### config.mk
export PLATFORM = sky130hd
export DESIGN_NAME = gpr_write_arbiter
export DESIGN_NICKNAME = d
export VERILOG_FILES = /design/src/rtl/gpr_arb_pkg.sv /design/src/rtl/gpr_scoreboard.sv /design/src/rtl/gpr_write_arbiter.sv
export SDC_FILE = /design/constraint.sdc
export NUM_CORES = 1
export LEC_CHECK = 0
export BUFFER_PORTS_ARGS = -buffer_cell sky130_fd_sc_hd__buf_2
export CAP_MARGIN = 20
export CORE_MARGIN = 2
export CORE_UTILIZATION = 54
export CTS_CLUSTER_DIAMETER = 150
export DETAILED_ROUTE_END_ITERATION = 8
export GPL_ROUTABILITY_DRIVEN = 0
export HOLD_SLACK_MARGIN = 0.02
export PLACE_DENSITY = 0.85
export SYNTH_ARGS = -nofsm -noshare
export SYNTH_HDL_FRONTEND = slang
export SYNTH_SLANG_ARGS = --single-unit
### constraint.sdc
create_clock -name clk -period 6 [get_ports clk]
set_clock_uncertainty 0.1 [all_clocks]
set_input_delay 0.6 -clock clk [delete_from_list [all_inputs] [get_ports clk]]
set_output_delay 0.6 -clock clk [all_outputs]
set_load 0.03 [all_outputs]
### src/rtl/gpr_arb_pkg.sv
// Shared widths, arbiter state encoding and scoreboard helpers for the GPR write arbiter.
// Optional bypass feature in the top level is selected with GPR_ARB_BYPASS_EN.
package gpr_arb_pkg;

    localparam int REG_ADDR_W        = 5;
    localparam int DATA_W            = 32;
    localparam int NUM_REGS          = 32;
    localparam int STARVE_LIMIT_DEF  = 4;
    localparam int STARVE_CNT_W      = 4;

    typedef enum logic [0:0] {
        PRIO0  = 1'b0,
        FORCE1 = 1'b1
    } arb_state_e;

    // One-hot decode of a register address into a busy-mask position.
    function automatic logic [NUM_REGS-1:0] addr_onehot(input logic [REG_ADDR_W-1:0] addr);
        logic [NUM_REGS-1:0] mask_v;
        mask_v       = {NUM_REGS{1'b0}};
        mask_v[addr] = 1'b1;
        return mask_v;
    endfunction

endpackage

### src/rtl/gpr_scoreboard.sv
// Pending-write busy mask with combinational hazard lookup for two read ports.
// With GPR_ARB_BYPASS_EN defined, hazards are masked by a same-cycle writeback match.
module gpr_scoreboard
    import gpr_arb_pkg::*;
(
    input  logic                  clk,
    input  logic                  reset,
    input  logic                  rsv_en,
    input  logic [REG_ADDR_W-1:0] rsv_addr,
    input  logic                  regWr,
    input  logic [REG_ADDR_W-1:0] wr_addr,
    input  logic [REG_ADDR_W-1:0] Rs,
    input  logic [REG_ADDR_W-1:0] Rt,
`ifdef GPR_ARB_BYPASS_EN
    output logic                  byp_hitA,
    output logic                  byp_hitB,
`endif
    output logic                  hazA,
    output logic                  hazB
);

    logic [NUM_REGS-1:0] busy_r;
    logic [NUM_REGS-1:0] busy_next_s;
    logic [NUM_REGS-1:0] set_mask_s;
    logic [NUM_REGS-1:0] clr_mask_s;
    logic                byp_a_s;
    logic                byp_b_s;

    // Set/clear masks; reserve is applied after clear so it wins a collision.
    always_comb begin
        set_mask_s  = {NUM_REGS{1'b0}};
        clr_mask_s  = {NUM_REGS{1'b0}};
        if (rsv_en && (rsv_addr != 5'd0)) begin
            set_mask_s = addr_onehot(rsv_addr);
        end else begin
            set_mask_s = {NUM_REGS{1'b0}};
        end
        if (regWr) begin
            clr_mask_s = addr_onehot(wr_addr);
        end else begin
            clr_mask_s = {NUM_REGS{1'b0}};
        end
        busy_next_s    = (busy_r & ~clr_mask_s) | set_mask_s;
        busy_next_s[0] = 1'b0;
    end

    // Busy mask register.
    always_ff @(posedge clk or posedge reset) begin
        if (reset) begin
            busy_r <= {NUM_REGS{1'b0}};
        end else begin
            busy_r <= busy_next_s;
        end
    end

    // Hazard lookup, optionally masked by a writeback that is forwarding this cycle.
    always_comb begin
        byp_a_s = 1'b0;
        byp_b_s = 1'b0;
`ifdef GPR_ARB_BYPASS_EN
        byp_a_s = regWr && (wr_addr == Rs) && (Rs != 5'd0);
        byp_b_s = regWr && (wr_addr == Rt) && (Rt != 5'd0);
`endif
        hazA = busy_r[Rs] && !byp_a_s;
        hazB = busy_r[Rt] && !byp_b_s;
    end

`ifdef GPR_ARB_BYPASS_EN
    assign byp_hitA = byp_a_s;
    assign byp_hitB = byp_b_s;
`endif

endmodule

### src/rtl/gpr_write_arbiter.sv
// Two-requester register-file write arbiter with starvation guard and pending-write scoreboard.
// Define GPR_ARB_BYPASS_EN to add byp_hitA/byp_hitB and bypass-masked hazards.
module gpr_write_arbiter
    import gpr_arb_pkg::*;
#(
    parameter int STARVE_LIMIT = STARVE_LIMIT_DEF
) (
    input  logic                  clk,
    input  logic                  reset,
    input  logic                  req0_valid,
    output logic                  req0_ready,
    input  logic [REG_ADDR_W-1:0] req0_addr,
    input  logic [DATA_W-1:0]     req0_data,
    input  logic                  req1_valid,
    output logic                  req1_ready,
    input  logic [REG_ADDR_W-1:0] req1_addr,
    input  logic [DATA_W-1:0]     req1_data,
    output logic                  regWr,
    output logic [REG_ADDR_W-1:0] wr_addr,
    output logic [DATA_W-1:0]     busW,
    input  logic                  rsv_en,
    input  logic [REG_ADDR_W-1:0] rsv_addr,
    input  logic [REG_ADDR_W-1:0] Rs,
    input  logic [REG_ADDR_W-1:0] Rt,
`ifdef GPR_ARB_BYPASS_EN
    output logic                  byp_hitA,
    output logic                  byp_hitB,
`endif
    output logic                  hazA,
    output logic                  hazB
);

    localparam logic [STARVE_CNT_W-1:0] LIMIT_C = STARVE_CNT_W'(STARVE_LIMIT);

    arb_state_e                state_r;
    arb_state_e                state_next_s;
    logic [STARVE_CNT_W-1:0]   cnt_r;
    logic [STARVE_CNT_W-1:0]   cnt_next_s;
    logic                      acc0_s;
    logic                      acc1_s;
    logic                      regwr_r;
    logic [REG_ADDR_W-1:0]     wr_addr_r;
    logic [DATA_W-1:0]         busw_r;

    // Ready generation; both readies are held low while reset is asserted.
    always_comb begin
        req0_ready = 1'b0;
        req1_ready = 1'b0;
        if (reset) begin
            req0_ready = 1'b0;
            req1_ready = 1'b0;
        end else begin
            case (state_r)
                PRIO0: begin
                    req0_ready = 1'b1;
                    req1_ready = !req0_valid;
                end
                FORCE1: begin
                    req0_ready = 1'b0;
                    req1_ready = 1'b1;
                end
                default: begin
                    req0_ready = 1'b0;
                    req1_ready = 1'b0;
                end
            endcase
        end
    end

    assign acc0_s = req0_valid && req0_ready;
    assign acc1_s = req1_valid && req1_ready;

    // Starvation counter next value and arbitration state transitions.
    always_comb begin
        cnt_next_s   = {STARVE_CNT_W{1'b0}};
        state_next_s = state_r;
        if (req1_valid && !req1_ready) begin
            cnt_next_s = cnt_r + 4'd1;
        end else begin
            cnt_next_s = {STARVE_CNT_W{1'b0}};
        end
        case (state_r)
            PRIO0: begin
                if (cnt_next_s == LIMIT_C) begin
                    state_next_s = FORCE1;
                end else begin
                    state_next_s = PRIO0;
                end
            end
            FORCE1: begin
                if (acc1_s || !req1_valid) begin
                    state_next_s = PRIO0;
                end else begin
                    state_next_s = FORCE1;
                end
            end
            default: begin
                state_next_s = PRIO0;
            end
        endcase
    end

    // Arbitration state and starvation counter registers.
    always_ff @(posedge clk or posedge reset) begin
        if (reset) begin
            state_r <= PRIO0;
            cnt_r   <= {STARVE_CNT_W{1'b0}};
        end else begin
            state_r <= state_next_s;
            cnt_r   <= cnt_next_s;
        end
    end

    // Write port register; an accepted r0 write completes the handshake but never enables the file.
    always_ff @(posedge clk or posedge reset) begin
        if (reset) begin
            regwr_r   <= 1'b0;
            wr_addr_r <= {REG_ADDR_W{1'b0}};
            busw_r    <= {DATA_W{1'b0}};
        end else if (acc0_s) begin
            regwr_r   <= (req0_addr != 5'd0);
            wr_addr_r <= req0_addr;
            busw_r    <= req0_data;
        end else if (acc1_s) begin
            regwr_r   <= (req1_addr != 5'd0);
            wr_addr_r <= req1_addr;
            busw_r    <= req1_data;
        end else begin
            regwr_r   <= 1'b0;
            wr_addr_r <= wr_addr_r;
            busw_r    <= busw_r;
        end
    end

    assign regWr   = regwr_r;
    assign wr_addr = wr_addr_r;
    assign busW    = busw_r;

    gpr_scoreboard u_scoreboard (
        .clk      (clk),
        .reset    (reset),
        .rsv_en   (rsv_en),
        .rsv_addr (rsv_addr),
        .regWr    (regwr_r),
        .wr_addr  (wr_addr_r),
        .Rs       (Rs),
        .Rt       (Rt),
`ifdef GPR_ARB_BYPASS_EN
        .byp_hitA (byp_hitA),
        .byp_hitB (byp_hitB),
`endif
        .hazA     (hazA),
        .hazB     (hazB)
    );

endmodule

# Word-level counts from Yosys, hierarchy flattened
# Index checks and enable logic that the tools add are counted.
[totals]
out_inout_bits = 42
latch_bits = 0
mem_bits_ro = 0
memories = 0
word_cells = 56
register_bits = 74
ram_bits = 0
[op_classes]
order_cmp = 6
bitwise = 4
n_eq_ne = 1
muxes = 24
n_reduce_logical = 14
shift = 0
add_sub_neg = 1
mul = 0
div_mod_pow = 0
[op_table]
columns = ["op", "count"]
rows = [
  ["$mux 32", 4],
  ["$and 32x32->32", 1],
  ["$not 32->32", 1],
  ["$or 32x32->32", 1],
  ["$lt 5x6->1 const B", 4],
  ["$reduce_bool 5->1", 3],
  ["$bmux 1 s5", 2],
  ["$demux 1 s5", 2],
  ["$ge 5x1->1 const B", 2],
  ["$mux 1", 10],
  ["$mux 5", 2],
  ["$logic_and 1x1->1", 6],
  ["$pmux 1 s2", 3],
  ["$add 4x1->4 const B", 1],
  ["$eq 4x3->1 const B", 1],
  ["$mux 4", 1],
  ["$logic_not 1->1", 3],
  ["$reduce_bool 2->1", 1],
  ["$logic_or 1x1->1", 1],
  ["$not 1->1", 1],
]

# Depth between registers and ports, before layout
# Gate-level depths: netlist of the first run.
[depth]
ltp_word = 9
ltp_mapped = 6

# Modules after synthesis
# From an unflattened synthesis of the first run, not the netlist that was laid out.
[unflattened]
cells_unflattened = 437
hier_area_um2 = 4215.3
[by_module_without_submodules]
columns = ["mod", "seq_area_each_um2", "area_each_um2", "n_inst", "cells_per_inst"]
rows = [
  ["gpr_write_arbiter", 1076.0, 2369.8, 1, 243],
  ["gpr_scoreboard", 775.7, 1845.5, 1, 194],
]

# Least setup slack after synthesis of the first run
# No wires, ideal clock.
[synth_path]
kind = "input port to flip-flop"
from = "in reset"
to = "reg busw_r[12] (netlist: busW[12])"
setup_time_ns = 0.132
n_path_buf = 2
arrival_time_ns = 3.137
t_required_ns = 5.768
slack_ns = 2.631
stages = 6
cell_sequence = "inv_1 and2_2 buf_6 buf_6 mux2i_1 o21ai_1"
[synth_via]
elab_chain_len = 3
word_cells_on_any_way = 6
cone_classes = "mux: 3; reduce/logical: 3"
[synth_lines]
columns = ["element", "line", "source"]
rows = [
  ["start: declaration", "gpr_write_arbiter.sv:9", "input logic reset,"],
  ["$mux 1", "gpr_write_arbiter.sv:49", "if (reset) begin"],
  ["$logic_and 1x1->1 (on tied branches)", "gpr_write_arbiter.sv:70, gpr_write_arbiter.sv:71", ""],
  ["$mux 32 / $reduce_bool 2->1 (equally long branches)", "--", ""],
  ["end signal: assignment", "gpr_write_arbiter.sv:119", "busw_r <= {DATA_W{1'b0}};"],
  ["end signal: assignment", "gpr_write_arbiter.sv:123", "busw_r <= req0_data;"],
  ["end signal: assignment", "gpr_write_arbiter.sv:127", "busw_r <= req1_data;"],
  ["end: declaration", "gpr_write_arbiter.sv:43", "logic [DATA_W-1:0] busw_r;"],
]
# Several ways; a longest one is shown, not always the timed one.
# A chain may end at the register's enable or synchronous reset.

# Worst setup path after layout of the first run
[layout_path]
from = "in reset"
to = "reg wr_addr_r[2] (netlist: wr_addr[2])"
[layout_via]
elab_chain_len = 3
word_cells_on_any_way = 6
cone_classes = "mux: 3; reduce/logical: 3"
[layout_lines]
columns = ["element", "line", "source"]
rows = [
  ["$mux 1", "gpr_write_arbiter.sv:49", ""],
  ["$logic_and 1x1->1 (on tied branches)", "gpr_write_arbiter.sv:70, gpr_write_arbiter.sv:71", ""],
  ["$mux 5 / $reduce_bool 2->1 (equally long branches)", "--", ""],
  ["end signal: assignment", "gpr_write_arbiter.sv:118", "wr_addr_r <= {REG_ADDR_W{1'b0}};"],
  ["end signal: assignment", "gpr_write_arbiter.sv:122", "wr_addr_r <= req0_addr;"],
  ["end signal: assignment", "gpr_write_arbiter.sv:126", "wr_addr_r <= req1_addr;"],
  ["end: declaration", "gpr_write_arbiter.sv:42", "logic [REG_ADDR_W-1:0] wr_addr_r;"],
]
# Several ways; a longest one is shown, not always the timed one.

==> results of run 1 <==
power breakdown:
group | switching, W | total, W | leakage, nW | internal [W]
logic | 0.000245 | 0.000415 | 1.22 | 0.000170
clock network | 0.000182 | 0.000480 | 0.129 | 0.000298
registers | 0.0000976 | 0.000710 | 0.852 | 0.000613
how the worst max path moves through the flow:
stage	startpoint	to	slack, ns	depth (start not counted)
after CTS	reset	wr_addr[2]	3.08	6
final	reset	wr_addr[2]	3.16	6
after global placement	reset	wr_addr[4]	2.82	6
after floorplan	reset	busW[12]	2.63	6
after global routing	reset	busW[0]	2.88	6
after detailed placement	reset	busW[8]	2.72	6
metrics by stage:
step | instance area, µm² | total power (W) | utilization [%]
finish | 4820 | 0.00161 | 70.2
global route | 4820 | 0.00169 | 70.2
CTS | 4820 | 0.00160 | 70.2
detailed placement | 4570 | 0.00113 | 66.5
global placement | 4570 | 0.00110 | 66.5
floorplan | 3890 | 0.000978 | -
cells in the final DEF, fill, tap and decap left out, types with 3 or more instances in the layout:
master	Yosys	final
inv_1	4	3
nand3_1	13	13
mux2i_1	55	55
nand2_1	42	42
buf_2	9	135
or3b_2	4	4
o21ai_0	82	82
nor2_1	12	12
nand3b_1	10	10
dfrtp_1	74	74
mux4_2	4	4
bufinv_16	0	3
nor2b_1	4	4
a22oi_1	4	4
o211ai_1	3	3
nand2b_1	6	6
a21oi_1	7	7
o21ai_1	20	19
clkbuf_8	0	11
critical path: stages:
cell and delay, ns:
buf_2 0.12, inv_2 0.04, buf_4 0.72, and2_2 1.04, mux2i_1 0.29, o21ai_0 0.12
layout make-up:
type | instances | area (µm²)
clock buffer | 11 | 151
sequential | 74 | 1850
clock inverter | 5 | 100
tap | 96 | 120
multi-input combinational | 287 | 1890
timing repair buffer | 137 | 691
fill | 516 | 2050
inverter | 4 | 15.0
routing by layer:
metal | vias to the layer above | global-route usage (%)
li1 | 1662 | -
met1 | 1669 | 32.2
met2 | 165 | 45.9
met3 | 22 | 7.56
met4 | 0 | 14.6
met5 | - | 0
cells by family after synthesis:
| group | share of synthesized area [%] |
|---|---|
| xor+xnor | 0.450 |
| buf+inv | 4.05 |
| compound gates | 16.5 |
| simple gates | 13.2 |
| flops | 47.6 |
| mux | 17.8 |
| fa+ha+maj | 0.322 |
sequential cells by signal (all words and copies together) (netlist names):
| name | count |
|---|---|
| wr_addr | 5 |
| state_r | 1 |
| busW | 32 |
| u_scoreboard.busy_r | 31 |
| cnt_r | 4 |
| regWr | 1 |
==> summary.md, run 1 <==
| Metric | Value |
|---|---|
| Worst-margin pin slew | `1.10 ns` |
| Status | `complete, no violations` |
| Max Cap Violations | `0` |
| FF-to-FF End | `wr_addr[2]` |
| Largest net degree at the start of global routing | `77` |
| Reg2Reg Depth | `4` |
| Area grow syn2layout | `23.9%` |
| Initial antenna violation count | `0` |
| Hold path depth | `2` |
| Worst setup path category | `in -> reg` |
| RSZ-0062 raised after global routing | `no` |
| Site Rows | `30` |
| Die Wd | `88.9 µm` |
| Post-synth top area share | `47.6%` |
| Reg2reg start | `state_r` |
| Final setup vio count | `0` |
| DP Cell Count | `598` |
| Min-delay src | `busW[17]` |
| Synth warn | `0` |
| Clock Latency Late Sink | `0.34 ns` |
| # IOs | `136` |
| Maximum VDD drop | `169 µV` |
| EDFF count, synth | `0` |
| Hold_buf cts | `0` |
| Routed WL per cell | `16.8 µm` |
| Via density | `5.73` |
| Dominant cell by count in the synthesized netlist | `o21ai_0` |
| Worst Path Required | `6.10 ns` |
| TritonCTS Buffers | `9` |
| Seq/Total Area, Yosys | `47.6%` |
| H-Tree Level Count | `3` |
| Synth async-reset ratio | `100%` |
| Main synth FF type | `dfrtp_1` |
| Vias | `3,518` |
| Chip height | `88.9 µm` |
| Routed Antenna Nets | `0` |
| Met1 WL | `3960 µm` |
| CP Max Fanout | `76` |
| Yosys cell types | `34` |
| Top cells by area, synth | `dfrtp_1, mux2i_1, o21ai_0` |
| Fraction of layout instances using a drive strength above 1 | `31.9%` |
| Clock root buffer | `clkbuf_8` |
| Mapped cell area | `3890 µm²` |
| Post-route insts no fill | `614` |
| Worst R2R Setup Slack | `3.80 ns` |
| Synth cell count leaders | `o21ai_0, dfrtp_1, mux2i_1` |
| Setup Total Neg Slack | `0 ns` |
| PnR worst setup slack | `3.16 ns` |
| Leading area contributor after synthesis | `dfrtp_1` |
| CTS max path bufs | `2` |
| Drt drc | `0` |
| Core Box Area | `6870 µm²` |
| Clk sinks | `74` |
| Mapped Nets | `481` |
| Drt total wl | `10,300 µm` |
| Hold Crit Endpoint | `busW[17]` |
| Detailed placement HPWL | `7610 µm` |
| Tmin final | `2.84 ns` |
| Final count of hold timing violations | `0` |
| Syn Inst Count | `386` |
| Hold/Removal Path Class | `reg -> reg` |
| Vias in the first global route | `3,660` |
| Port Buffers | `135` |
| Global route overflow | `0` |
| Initial Utilization | `56.6%` |
| Crit share post-route | `47.3%` |
| Final Max Tran Viols | `0` |
| CTS tree | `built` |
| Leakage | `2.20 nW` |
| Length of the first detailed-routing pass in iterations | `5` |
| Syn Area/Cell | `10.1 µm²` |
| DR top layer | `met4` |
| Routed wl met3 | `852 µm` |
| CTS-repair resized insts | `0` |
| Diodes inserted | `0` |
| Fmax | `352 MHz` |
| Critical Path Source Type | `primary input` |
| Hold WS | `0.392 ns` |
| CP endpoint kind | `register` |
| Final net count | `608` |
| Arr. time, crit path | `2.94 ns` |
| Setup Buffers After CTS | `0` |
| Place WS | `2.72 ns` |
| FF+latch count, synth | `74` |
| Slew headroom | `26.5%` |
| Pwr dens | `333 nW/µm²` |
| 1st-iter DRT viols | `303` |
| First-pass GRT wire length | `16,600 µm` |
| Die area | `7900 µm²` |
| Clock transition at the registers of the reported paths | `0.08 ns` |
| Met2 routed WL | `5270 µm` |
| Total track usage | `27.5%` |
No activity file was read; power rests on OpenSTA's default activity.
==> inputs of run 2 (changes only) <==
CORE_UTILIZATION = 50   (was 54)
PLACE_DENSITY = 0.8   (was 0.85)
clock period = 2.72 ns   (was 6 ns; I/O delays follow)
==> run 2 against run 1 <==
  * First-iteration DRC count decreased by 35%
  * Routed wire length fell by 4.5%
  * Critical path depth is 1 lower
  * Core utilization shrank 7.5 points
  * Count of clock-buffer cells in the layout is 2 lower
  * Global-route usage decreased by 3.3 points
  * Final cell count increased by 1.1%
  * Flip-flop and latch count is the same
  * Hold slack lost 0.30 ns
==> summary.md, run 2 (synthesis results as in run 1) <==
| Metric | Value |
|---|---|
| CTS tree | `built` |
| Clk sinks | `74` |
| Die Wd | `92.2 µm` |
| Most frequent cells in the layout | `buf_2, o21ai_0, dfrtp_1, mux2i_1, nand2_1` |
| Initial Utilization | `50.9%` |
| Vias | `3,493` |
| Port Buffers | `135` |
| Slew headroom | `39.1%` |
| Leakage | `2.16 nW` |
| Worst setup path category | `reg -> out` |
| Routed Antenna Nets | `0` |
| Setup Buffers After CTS | `0` |
| Final Max Tran Viols | `0` |
| Initial antenna violation count | `0` |
| Crit share post-route | `80.1%` |
| Die area | `8500 µm²` |
| Global route overflow | `0` |
| Max Cap Violations | `0` |
| Clock root buffer | `clkbuf_8` |
| Drt total wl | `9860 µm` |
| Most common cell after layout, fill and taps aside | `buf_2` |
| H-Tree Level Count | `3` |
| Worst Path Required | `2.35 ns` |
| Fraction of layout instances using a drive strength above 1 | `32.0%` |
| Final count of hold timing violations | `0` |
| First-pass GRT wire length | `16,200 µm` |
| Post-route insts no fill | `621` |
| Hold/Removal Path Class | `in -> reg` |
| Tmin final | `2.18 ns` |
| TritonCTS Buffers | `9` |
| Length of the first detailed-routing pass in iterations | `5` |
| Site Rows | `32` |
| Arr. time, crit path | `1.81 ns` |
| Diodes inserted | `0` |
| CTS-repair resized insts | `0` |
| Setup Total Neg Slack | `0 ns` |
| Via density | `5.62` |
| DP Cell Count | `605` |
| Hold_buf cts | `0` |
| CP endpoint kind | `primary output` |
| Vias in the first global route | `3,436` |
| Clock Latency Late Sink | `0.34 ns` |
| Fmax | `459 MHz` |
| Chip height | `92.2 µm` |
| Core Box Area | `7650 µm²` |
| RSZ-0062 raised after global routing | `no` |
| Status | `complete, no violations` |
| Drt drc | `0` |
| Maximum VDD drop | `359 µV` |
| CP Max Fanout | `3` |
| Pwr dens | `689 nW/µm²` |
| Hold WS | `0.0952 ns` |
| Final setup vio count | `0` |
| # IOs | `136` |
| Largest register FFs | `32` |
| Clock transition at the registers of the reported paths | `0.08 ns` |
| Final net count | `609` |
| CTS max path bufs | `2` |
| Critical Path Source Type | `register` |
| Worst-margin pin slew | `0.913 ns` |
| Detailed placement HPWL | `7470 µm` |
| Routed WL per cell | `15.9 µm` |
| Area grow syn2layout | `23.3%` |
| 1st-iter DRT viols | `196` |
| Total power | `0.00330 W` |
| Largest net degree at the start of global routing | `75` |
| Total track usage | `24.1%` |
## run 2: cell count changes in the layout (fill, tap and decap cells not counted)
cell	previous run	this run
clkinvlp_4	0	5
bufinv_16	3	1
clkbuf_8	11	9
buf_12	0	1
inv_2	1	0
## run 2: area by class of cell
cell class | instances | area (µm²)
inverter | 4 | 18.8
clock buffer | 9 | 124
fill | 658 | 2850
clock inverter | 7 | 70.1
timing repair buffer | 138 | 711
sequential | 74 | 1850
multi-input combinational | 287 | 1890
tap | 102 | 128
## run 2: per-stage QoR
stage / util (%) / setup slack (ns) / area, µm²
final: 62.7 / 0.541 / 4790
after global routing: 62.7 / 0.424 / 4790
after CTS: 62.7 / 0.532 / 4790
after detailed placement: 60.2 / 0.803 / 4600
after global placement: 60.2 / 0.832 / 4600
after floorplan: - / 0.188 / 3890
## run 2: critical path, stage by stage (launching register included)
cell       delay (ns)
dfrtp_1          0.41
mux4_2           0.48
nand2b_1         0.17
o2111ai_1        0.11
nand4_1          0.11
buf_2            0.19
## run 2: where the power goes
part / internal [W] / switching (W) / total (W)
combinational: 0.000378 / 0.000536 / 0.000914
clock: 0.000420 / 0.000412 / 0.000832
sequential: 0.00135 / 0.000207 / 0.00156
total: 0.00215 / 0.00116 / 0.00330
## run 2: metal layers
metal	GRT usage [%]	vias to the layer above	wire [µm]
met5	0	-	0
met4	7.46	0	158
met3	5.26	19	873
met2	40.9	181	4870
met1	31.1	1637	3950
li1	-	1656	-
## run 2: final timing paths
| kind | from | to | slack, ns | depth (start not counted) |
|---|---|---|---|---|
| max | u_scoreboard.busy_r[23] | hazB | 0.54 | 5 |
| max reg2reg | state_r | busW[6] | 0.82 | 5 |
| min in group asynchronous | reset | busW[1] | 0.21 | 3 |
| max in group asynchronous | reset | u_scoreboard.busy_r[8] | 1.72 | 3 |
| min | req1_data[15] | busW[15] | 0.1 | 3 |
| min reg2reg | busW[27] | busW[27] | 0.38 | 2 |
==> inputs of run 3 (changes only) <==
CORE_UTILIZATION = 45   (was 50)
PLACE_DENSITY = 0.76   (was 0.8)
clock period = 1.96 ns   (was 2.72 ns; I/O delays follow)
==> run 3 against run 2 <==
  * Core utilization fell by 1.7 points
  * Combinational power increased by 50%
  * Clock power is 45% higher
  * Sequential share of layout area fell by 2.0 points
  * Global-route usage shrank 0.10 points
  * Via count rose by 3.6%
  * Non-clock buffer count is 21 higher
  * The flow now finishes with violations (negative setup slack)
  * First-iteration DRC count shrank 1.5%
  * Routed wire length rose by 12%
  * Register-to-register slack worse by 0.62 ns
  * Largest cell class unchanged
  * Sequential power rose by 40%
==> summary.md, run 3 (synthesis results as in run 1) <==
| Metric | Value |
|---|---|
| Final Max Tran Viols | `0` |
| Final setup vio count | `2` |
| Status | `finished with violations` |
| Routed wl met3 | `911 µm` |
| Worst Path Required | `1.66 ns` |
| Maximum VDD drop | `574 µV` |
| Detailed placement HPWL | `7960 µm` |
| Largest net degree at the start of global routing | `57` |
| Final count of hold timing violations | `0` |
| Port Buffers | `135` |
| CTS tree | `built` |
| Clock Latency Late Sink | `0.35 ns` |
| Tmin final | `2.05 ns` |
| RSZ-0062 raised after global routing | `yes` |
| 1st-iter DRT viols | `193` |
| Fmax | `489 MHz` |
| Clock root buffer | `clkbuf_8` |
| Clock transition at the registers of the reported paths | `0.08 ns` |
| Met1 WL | `4360 µm` |
| CTS max path bufs | `2` |
| Pwr dens | `941 nW/µm²` |
| Arr. time, crit path | `1.75 ns` |
| DR top layer | `met4` |
| Routed WL per cell | `17.2 µm` |
| Setup Buffers After CTS | `0` |
| Slowest cell on the critical path | `mux4_2` |
| Fillers | `697` |
| Violated checks | `negative setup slack` |
| Hold path depth | `3` |
| Drt total wl | `11,100 µm` |
| CP Cell Sequence | `mux4_2, nand2b_4, o211ai_1, nand4_1, buf_6` |
| Reg2reg start | `state_r` |
| H-Tree Level Count | `3` |
| Clk sinks | `74` |
| PnR worst setup slack | `-0.0861 ns` |
| Most frequent cells in the layout | `buf_2, o21ai_0, dfrtp_1, mux2i_1, nand2_1` |
| Initial Utilization | `46.9%` |
| Worst-margin pin slew | `0.697 ns` |
| Length of the first detailed-routing pass in iterations | `5` |
| Met2 routed WL | `5630 µm` |
| Total track usage | `24.0%` |
| Setup Total Neg Slack | `-0.155 ns` |
| Routed Antenna Nets | `0` |
| CP endpoint kind | `primary output` |
| Final net count | `630` |
| Final core utilization | `61.0%` |
| Initial antenna violation count | `0` |
| Global route overflow | `0` |
| Max Cap Violations | `0` |
| Critical Path Source Type | `register` |
| Fraction of layout instances using a drive strength above 1 | `32.6%` |
| Slew headroom | `53.6%` |
| TritonCTS Buffers | `9` |
| FF-to-FF End | `busW[16]` |
| # IOs | `136` |
| Vias | `3,618` |
| First-pass GRT wire length | `18,400 µm` |
| Site Rows | `33` |
| Diodes inserted | `0` |
| Crit share post-route | `104%` |
| Reg2Reg Depth | `5` |
| Hold Crit Endpoint | `busW[25]` |
| Die Wd | `97.0 µm` |
| Chip height | `97.0 µm` |
| Worst R2R Setup Slack | `0.20 ns` |
| Via density | `5.61` |
| Max stage delay on crit path | `0.46 ns` |
| Worst setup path category | `reg -> out` |
| Leakage | `2.30 nW` |
| Most common cell after layout, fill and taps aside | `buf_2` |
| Area grow syn2layout | `30.1%` |
| Largest register FFs | `32` |
| Die area | `9400 µm²` |
| Min-delay src | `req0_data[25]` |
| CP Max Fanout | `3` |
| Drt drc | `0` |
| Core Box Area | `8300 µm²` |
| Vias in the first global route | `3,764` |
| Hold/Removal Path Class | `in -> reg` |
-- run 3: changes by cell type in the layout (fill, tap and decap cells not counted), sizes merged --
cell         previous run  this run
dlygate4sd3             0        18
buf                   138       141
clkbuf                  9        12
clkinvlp                5         3
clkinv                  2         1
-- run 3: how the worst max path moves through the flow --
stage                            start  endpoint  slack (ns)  cells after the start
4_1_cts         u_scoreboard.busy_r[7]      hazB       -0.11                      5
3_5_place_dp                     Rs[0]      hazA        0.18                      6
2_1_floorplan                    reset  busW[12]       -0.41                      6
6_report        u_scoreboard.busy_r[7]      hazB       -0.09                      5
3_3_place_gp                     Rs[0]      hazA        0.22                      5
5_1_grt        u_scoreboard.busy_r[23]      hazA       -0.19                      5
-- run 3: layout make-up --
| cell class | count | area [µm²] | area share [%] |
|---|---|---|---|
| Inverter | 4 | 18.8 | 0.371 |
| Clock inverter | 4 | 50.0 | 0.989 |
| Clock buffer | 12 | 155 | 3.07 |
| Timing Repair Buffer | 159 | 926 | 18.3 |
| Tap cell | 105 | 131 | 2.60 |
| Multi-Input combinational cell | 287 | 1930 | 38.1 |
| Sequential cell | 74 | 1850 | 36.6 |
-- run 3: per-stage QoR --
step           instances  hold WS (ns)  power, W  cell area, µm²  worst slack (ns)
2_1_floorplan        386         0.238   0.00300            3890            -0.409
3_3_place_gp         611         0.231   0.00341            4630             0.216
3_5_place_dp         611         0.249   0.00347            4630             0.183
4_1_cts              645        0.0200   0.00477            5060            -0.111
5_1_grt              645        0.0311   0.00504            5060            -0.186
6_report             645        0.0297   0.00476            5060           -0.0861
-- run 3: power breakdown --
group | internal [W] | switching, W
clock network | 0.000656 | 0.000557
logic | 0.000592 | 0.000780
registers | 0.00188 | 0.000303
total | 0.00312 | 0.00164
-- run 3: layer usage --
| layer | vias to the layer above | global-route usage [%] |
|---|---|---|
| met1 | 1734 | 28.9 |
| met3 | 18 | 6.43 |
| li1 | 1702 | - |
| met2 | 164 | 41.9 |
| met4 | 0 | 7.58 |
| met5 | - | 0 |
-- run 3: critical path, delay by kind of cell, from the launching register on --
| family | cells | cell delay, ns |
|---|---|---|
| AO/OA/AOI/OAI | 1 | 0.10 |
| flip-flops | 1 | 0.40 |
| buffers and inverters | 1 | 0.16 |
| AND/OR/NAND/NOR | 2 | 0.28 |
| multiplexers | 1 | 0.46 |
-- run 3: repair_timing --
item	4_1_cts	5_1_grt
hold endpoints to repair	29	0
pin swaps	5	2
hold buffers	18	0
endpoints found under the setup margin	2	2
gates resized for setup	12	0
